===== src/rtl/stack_pkg.sv =====
// Shared defaults and encodings for the data stack and its control FSM.
package stack_pkg;

  parameter int unsigned StackWidth = 16;
  parameter int unsigned StackDepth = 16;

  // Instruction encoding seen by the control FSM.
  typedef enum logic [1:0] {
    InstrNop,
    InstrPush,
    InstrPop,
    InstrSwap
  } stack_instr_e;

  // Control FSM states: decode only, every operation is single-cycle.
  typedef enum logic {
    StIdle,
    StOp
  } ctrl_state_e;

  // Per-cycle stack operation after resolving priority and boundary cases.
  typedef enum logic [2:0] {
    OpNone,
    OpClear,
    OpPush,
    OpPop,
    OpReplace,
    OpPushUnder,
    OpOverflow,
    OpUnderflow
  } stack_op_e;

  // Push+pop on an empty stack degrades to a push that also flags underflow.
  function automatic stack_op_e decode_op(logic clr, logic push, logic pop,
                                          logic is_empty, logic is_full);
    stack_op_e op;
    op = OpNone;
    if (clr) begin
      op = OpClear;
    end else if (push && pop) begin
      op = is_empty ? OpPushUnder : OpReplace;
    end else if (push) begin
      op = is_full ? OpOverflow : OpPush;
    end else if (pop) begin
      op = is_empty ? OpUnderflow : OpPop;
    end
    return op;
  endfunction

endpackage


===== src/rtl/stack_ram.sv =====
// Stack storage: one synchronous write port, one asynchronous read port, no reset.
module stack_ram #(
  parameter int unsigned WIDTH = 16,
  parameter int unsigned DEPTH = 16,
  localparam int unsigned AW = $clog2(DEPTH)
) (
  input  logic             i_clk,
  input  logic             i_we,
  input  logic [AW-1:0]    i_waddr,
  input  logic [WIDTH-1:0] i_wdata,
  input  logic [AW-1:0]    i_raddr,
  output logic [WIDTH-1:0] o_rdata
);

  logic [WIDTH-1:0] r_mem [DEPTH];

  always_ff @(posedge i_clk) begin
    if (i_we) begin
      r_mem[i_waddr] <= i_wdata;
    end
  end

  assign o_rdata = r_mem[i_raddr];

endmodule


===== src/rtl/data_stack.sv =====
// Hardware LIFO: pointer, output and sticky-flag logic around stack_ram.
module data_stack
  import stack_pkg::*;
#(
  parameter int unsigned WIDTH = StackWidth,
  parameter int unsigned DEPTH = StackDepth
) (
  input  logic                    clk,
  input  logic                    rst,
  input  logic                    rst_stack,
  input  logic                    push_stack,
  input  logic                    pop_stack,
  input  logic [WIDTH-1:0]        din,
  output logic [WIDTH-1:0]        tos,
  output logic [WIDTH-1:0]        dout,
  output logic [$clog2(DEPTH):0]  count,
  output logic                    empty,
  output logic                    full,
  output logic                    overflow,
  output logic                    underflow
);

  localparam int unsigned AW = $clog2(DEPTH);
  localparam int unsigned CW = AW + 1;

  logic [CW-1:0]    r_sp, w_sp_nxt;
  logic [WIDTH-1:0] r_dout, w_dout_nxt;
  logic             r_of, w_of_nxt;
  logic             r_uf, w_uf_nxt;

  logic             w_empty, w_full;
  logic [AW-1:0]    w_sp_addr, w_top_addr, w_waddr;
  logic             w_we;
  logic [WIDTH-1:0] w_rdata, w_tos;
  stack_op_e        w_op;

  assign w_empty    = (r_sp == '0);
  assign w_full     = (r_sp == CW'(DEPTH));
  assign w_sp_addr  = AW'(r_sp);
  assign w_top_addr = AW'(r_sp - CW'(1));
  // Never expose a stale array word when the stack holds nothing.
  assign w_tos      = w_empty ? '0 : w_rdata;
  assign w_op       = decode_op(rst_stack, push_stack, pop_stack, w_empty, w_full);

  always_comb begin
    w_sp_nxt   = r_sp;
    w_dout_nxt = r_dout;
    w_of_nxt   = r_of;
    w_uf_nxt   = r_uf;
    w_we       = 1'b0;
    w_waddr    = w_sp_addr;
    unique case (w_op)
      OpClear: begin
        w_sp_nxt   = '0;
        w_dout_nxt = '0;
        w_of_nxt   = 1'b0;
        w_uf_nxt   = 1'b0;
      end
      OpPush: begin
        w_we     = 1'b1;
        w_sp_nxt = r_sp + CW'(1);
      end
      OpPushUnder: begin
        w_we     = 1'b1;
        w_sp_nxt = r_sp + CW'(1);
        w_uf_nxt = 1'b1;
      end
      OpPop: begin
        w_sp_nxt   = r_sp - CW'(1);
        w_dout_nxt = w_tos;
      end
      OpReplace: begin
        w_we       = 1'b1;
        w_waddr    = w_top_addr;
        w_dout_nxt = w_tos;
      end
      OpOverflow:  w_of_nxt = 1'b1;
      OpUnderflow: w_uf_nxt = 1'b1;
      default: ;
    endcase
  end

  always_ff @(posedge clk or posedge rst) begin
    if (rst) begin
      r_sp   <= '0;
      r_dout <= '0;
      r_of   <= 1'b0;
      r_uf   <= 1'b0;
    end else begin
      r_sp   <= w_sp_nxt;
      r_dout <= w_dout_nxt;
      r_of   <= w_of_nxt;
      r_uf   <= w_uf_nxt;
    end
  end

  stack_ram #(
    .WIDTH(WIDTH),
    .DEPTH(DEPTH)
  ) u_ram (
    .i_clk  (clk),
    .i_we   (w_we),
    .i_waddr(w_waddr),
    .i_wdata(din),
    .i_raddr(w_top_addr),
    .o_rdata(w_rdata)
  );

  assign tos       = w_tos;
  assign dout      = r_dout;
  assign count     = r_sp;
  assign empty     = w_empty;
  assign full      = w_full;
  assign overflow  = r_of;
  assign underflow = r_uf;

endmodule


===== config.mk =====
export PLATFORM = sky130hd
export DESIGN_NAME = data_stack
export DESIGN_NICKNAME = d
export VERILOG_FILES = /design/src/rtl/stack_pkg.sv /design/src/rtl/stack_ram.sv /design/src/rtl/data_stack.sv
export SDC_FILE = /design/constraint.sdc
export NUM_CORES = 1
export LEC_CHECK = 0
export CORE_MARGIN = 1.5
export CORE_UTILIZATION = 50
export CTS_CLUSTER_SIZE = 8
export DETAILED_ROUTE_END_ITERATION = 7
export GPL_TIMING_DRIVEN = 0
export PLACE_DENSITY = 0.66
export SYNTH_ARGS = -nofsm -noshare
export SYNTH_HDL_FRONTEND = slang
export SYNTH_SLANG_ARGS = --single-unit

===== constraint.sdc =====
create_clock -name clk -period 4.6 [get_ports clk]
set_input_delay 0.92 -clock clk [delete_from_list [all_inputs] [get_ports clk]]
set_output_delay 0.92 -clock clk [all_outputs]
set_load 0.1 [all_outputs]

# Word-level counts from Yosys, hierarchy flattened
# Memories as Yosys holds them, arrays and structs flattened.
# Index checks and enable logic that the tools add are counted.
# W data, S select, Z words.
totals:
  regBits: 23
  mem_bits_rw: 256
  in_bits: 21
  output_inout_bits: 41
  word_cells: 41
  mem_count: 1
mem_list:
  columns: ["memory", "depth", "word_bits", "rd", "rd_clocked_by_memory_dff", "write_ports", "line_no", "rtl"]
  rows:
  - ["u_ram.r_mem", 16, 16, 1, 0, 1, "stack_ram.sv:15", "logic [WIDTH-1:0] r_mem [DEPTH];"]
classes:
  n_addsub: 2
  n_eq_ne: 8
  mux: 16
  reduce_logical: 10
ops:
  columns: ["op", "count"]
  rows:
  - ["$pmux W16 S2", 1]
  - ["$mux W3", 6]
  - ["$mux W16", 1]
  - ["$pmux W5 S3", 1]
  - ["$eq A3 B3 Y1 const B", 4]
  - ["$eq A3 B2 Y1 const B", 2]
  - ["$reduce_bool A2 Y1", 3]
  - ["$reduce_or A2 Y1", 3]
  - ["$add A5 B1 Y5 const B", 1]
  - ["$eq A5 B5 Y1 const B", 1]
  - ["$logic_not A5 Y1", 1]
  - ["$sub A5 B1 Y5 const B", 1]
  - ["$mux W1", 4]
  - ["$mux W4", 1]
  - ["$pmux W1 S2", 2]
  - ["$eq A3 B1 Y1 const B", 1]
  - ["$reduce_bool A3 Y1", 1]
  - ["$reduce_or A3 Y1", 1]
  - ["$logic_and A1 B1 Y1", 1]

# Longest topological paths before layout
depth:
  word_depth: 11
  ltp_mapped: 11

# By module
# From an unflattened synthesis, not the netlist that was laid out.
unflattened:
  cells_unflattened: 580
  area_unflattened_um2: 11297.1
modules_own_cells:
  columns: ["module", "n_inst", "cells_each", "area_each_um2", "seq_area_each_um2"]
  rows:
  - ["stack_ram", 1, 416, 9723.1, 7687.4]
  - ["data_stack", 1, 164, 1574.0, 575.6]

# Worst setup path after synthesis
# OpenSTA, ideal clock, no wires.
synth_path:
  path_type: "flip-flop to flip-flop"
  startpoint: "register r_sp[0], in the netlist count[0]"
  endpoint: "memory u_ram.r_mem[0][0] (enable)"
  setup_time_ps: 409
  arrival_ps: 4689
  t_required_ps: 4191
  slack_ps: -498
  stages_incl_launch_ff: 11
  period_less_slack_ps: 5098
  cell_sequence: "dfrtp_1 buf_6 clkbuf_1 inv_1 ha_1 nor4b_4 nand2b_2 a21oi_2 nor3_1 a31oi_1 nor3_1"
synth_via:
  elab_chain_len: 11
synth_lines:
  columns: ["item", "line_no", "rtl"]
  rows:
  - ["start: declaration", "data_stack.sv:26", "logic [CW-1:0] r_sp, w_sp_nxt;"]
  - ["start signal: assignment", "data_stack.sv:90", "r_sp <= w_sp_nxt;"]
  - ["$logic_not A5 Y1 *", "data_stack.sv:37", "assign w_empty = (r_sp == '0);"]
  - ["via empty", "data_stack.sv:17", "output logic empty,"]
  - ["$mux W3", "stack_pkg.sv:45", "op = is_empty ? OpUnderflow : OpPop;"]
  - ["$mux W3", "stack_pkg.sv:44", "end else if (pop) begin"]
  - ["$mux W3", "stack_pkg.sv:42", "end else if (push) begin"]
  - ["$mux W3 *", "stack_pkg.sv:40", "end else if (push && pop) begin"]
  - ["$mux W3 *", "stack_pkg.sv:38", "if (clr) begin"]
  - ["$eq A3 B3 Y1 or $eq A3 B2 Y1 (tied branches)", "data_stack.sv:52", "unique case (w_op)"]
  - ["$reduce_or A3 Y1 (no line)", null, null]
  - ["$mux W1", "data_stack.sv:52", null]
  - ["$mux W1", "stack_ram.sv:18", "if (i_we) begin"]
  - ["$mux W1 (implied by the code)", "stack_ram.sv:19", "r_mem[i_waddr] <= i_wdata;"]
  - ["end: declaration", "stack_ram.sv:15", null]
# Mark *: on every way through the listed nets, which the timed path passes. The rest lies on a longest branch.

# Worst setup path after layout
layout_path:
  startpoint: "register r_sp[0], in the netlist count[0]"
  endpoint: "output tos[4]"
layout_via:
  elab_chain_len: 3
layout_lines:
  columns: ["item", "line_no", "rtl"]
  rows:
  - ["$sub A5 B1 Y5", null, null]
  - ["$mem_v2 Z16 W16", null, null]
  - ["$mux W16 *", "data_stack.sv:42", "assign w_tos = w_empty ? '0 : w_rdata;"]
  - ["end: declaration", "data_stack.sv:14", "output logic [WIDTH-1:0] tos,"]
# Mark *: on every way between the ends. The rest lies on a longest branch, timed or not.

==> impl_metrics.tcl <==
set metrics [dict create \
    run_status "finished, final reports clean" \
    vias_per_cell 6.01 \
    ys.flop_type "edfxtp_1" \
    drtIter0Drc 491 \
    tritoncts "done" \
    leakage_nw 4.69 \
    gr-total-overflow 0 \
    r2r_slack_ns 0.53 \
    dr_total_vias 6169 \
    finalMaxSlewViolations 0 \
    finalWeightedCongestion 0.861 \
    fill_cells 1589 \
    drive_gt1_share_pct 29.2 \
    worstReg2RegStart "count[0]$_DFFE_PP0P_" \
    io_pins 62 \
    nets 737 \
    cts_root_buffer "clkbuf_16" \
    ant_nets 0 \
    synth-seq-cells 279 \
    fmax_ghz 0.221 \
    antenna_cells 0 \
    crit-reg2reg-capture "u_ram.r_mem[11][9]$_DFFE_PP_" \
    hp-start "dout[4]$_DFFE_PP0P_" \
    power_mw 10.2 \
    antenna_found_initial 0 \
    critical_path_class "reg2out" \
    initial_utilization_pct 50.8 \
    ys_async_sr_fraction_pct 8.24 \
    core_mm2 0.0226 \
    instances_no_fill 1027 \
    setup_tns_ns 0 \
    grtUsageTotal_pct 22.5 \
    grt_max_degree 24 \
    die_h_um 154 \
    worstSetupStartpoint "count[0]$_DFFE_PP0P_" \
    rsz0062_at_grt "yes" \
    synth_edf_count 256 \
    setup_viol 0 \
    reg2regPathDepth 11 \
    power.density_mw_per_mm2 737 \
    arrival_ns 3.61 \
    worst_pin_slew_ns 1.07 \
    drt_wl_total_mm 26.0 \
    syn2layout_area_growth_pct 20.7 \
    netlist_area_mm2 0.0115 \
    cap_violations 0 \
    die_x_um 154 \
    grt_use_met3_pct 4.23 \
    setup.worst_path.end_class "primary output" \
    min_to "dout[4]$_DFFE_PP0P_" \
    min_period_ns 4.53 \
    cts_buffer_depth 3 \
    cts_hold_buf 0 \
    vdd.ir_drop.worst_mv 0.976 \
    min_delay_path_depth 1 \
    grt_pass1_wl_mm 39.3 \
    yosys.area.top_type_share_pct 67.0 \
    gr-usage-met2_pct 37.6 \
    startpoint_type "flip-flop" \
    wl_per_cell_um 25.3 \
    path_clk_slew_ns 0.06 \
    skew_ns 0.0160 \
    synthTopCellsByCount "edfxtp_1, mux4_2, inv_1" \
    synthTopCellsByArea "edfxtp_1, mux4_2, dfrtp_1" \
    clk_latency_ns 0.52 \
    seq_area_frac_synth_pct 72.0 \
    drcViolationCount 0 \
    cts.htree.levels 2 \
    grt_pass1_vias 6403 \
    synth.most_common_cell "edfxtp_1" \
    ys_types 51 \
    holdWs_ns 0.497 \
    synth_cells 597 \
    ys_warn_count 0 \
    min_period_over_period_pct 98.6 \
    dr.pass1.iters 5 \
    numCtsBuffers 40 \
    die-area_mm2 0.0239 \
    critPathMaxFanout 10 \
    postSynthAreaPerCell_um2 19.2 \
    hold_class "reg2reg" \
    use_met1_pct 30.5 \
    dpl.hpwl_mm 17.1 \
    rows 55 \
    busiest_layer "met2" \
    synth_top_area_cell "edfxtp_1" \
    syn_nets 623 \
    finalHoldViolCount 0 \
    slew-limit-headroom_pct 28.8 \
    crit_required_ns 3.68 \
    cts_sinks 279 \
    dp_cells 952 \
    io_buffers 60 \
]
## kinds of logic (layout without fill, tap and decap cells)
group / count (synthesis) / count (layout) / share of synthesized area [%]
compound gates: 68 / 68 / 4.71
simple gates: 86 / 86 / 4.12
flops: 279 / 279 / 72.0
fa+ha+maj: 5 / 5 / 0.545
buf+inv: 58 / 203 / 2.43
mux: 97 / 97 / 15.6
xor+xnor: 4 / 4 / 0.535
## how the worst max path moves through the flow
stage	endpoint	slack, ns
floorplan	u_ram.r_mem[11][0]$_DFFE_PP_	-0.26
global placement	u_ram.r_mem[7][12]$_DFFE_PP_	-1.12
detailed placement	tos[2]	-1.00
CTS	tos[4]	0.002
global route	tos[4]	-0.09
finish	tos[4]	0.07
## per-layer routing
layer | vias up | routed length [um]
met5 | - | 0
met4 | 0 | 608
met3 | 50 | 1570
met2 | 233 | 12800
met1 | 3243 | 11000
li1 | 2643 | -
## cell type report
type                       count  area (um2)  area share (%)
clock inverter                 1        16.3           0.117
inverter                      27         101           0.732
timing repair buffer          72         686            4.95
clock buffer                  72        1160            8.40
multi-input combinational    260        3060            22.1
buffer                        31         203            1.46
tap                          285         357            2.58
sequential                   279        8260            59.7
## worst max-delay path, cell delays in order, from the launching register on
cell and delay (ns):
dfrtp_2 0.38, buf_6 0.17, clkbuf_4 0.25, inv_1 0.15, ha_1 0.30, buf_2 0.16
clkbuf_2 0.33, mux4_2 0.37, mux2i_1 0.26, o21a_1 0.20, inv_1 0.05, clkdlybuf4s15_2 0.46
## layout by cell type (no fill, tap or decap), types with 13 or more instances in the layout
cell type          n
edfxtp_1         256
mux4_2            64
dfrtp_1           22
mux2i_1           14
o21a_1            17
buf_2             27
inv_1             27
clkbuf_1          32
clkdlybuf4s50_1   44
nand2_1           26
mux2_2            13
clkbuf_16         42
o2bb2ai_1         16
## through the flow
step	cell area (um2)	utilization, %	worst slack, ns
after floorplan	11500	-	-0.258
after global placement	12500	55.3	-1.12
after detailed placement	12700	56.2	-1.00
after CTS	13800	61.2	0.00217
after global routing	13800	61.3	-0.0910
final	13800	61.3	0.0657
## registers in the layout (all words and copies together), names as in the netlist
register,flops
u_ram.r_mem,256
dout,16
underflow,1
count,5
overflow,1
## power breakdown
| part | leakage, nW | total (mW) | internal (mW) | switching [mW] |
|---|---|---|---|---|
| clock | 0.560 | 2.71 | 1.69 | 1.01 |
| sequential | 2.62 | 3.00 | 2.93 | 0.0702 |
| combinational | 1.51 | 4.50 | 1.36 | 3.13 |
| total | 4.69 | 10.2 | 5.99 | 4.22 |
## what timing repair did
action,in CTS,in global routing
cloned,0,0
resized for setup,87,14
buffers inserted,0,2
endpoints found under the hold margin,0,0
setup endpoints to repair,32,14
(Power assumes the default switching activity.)
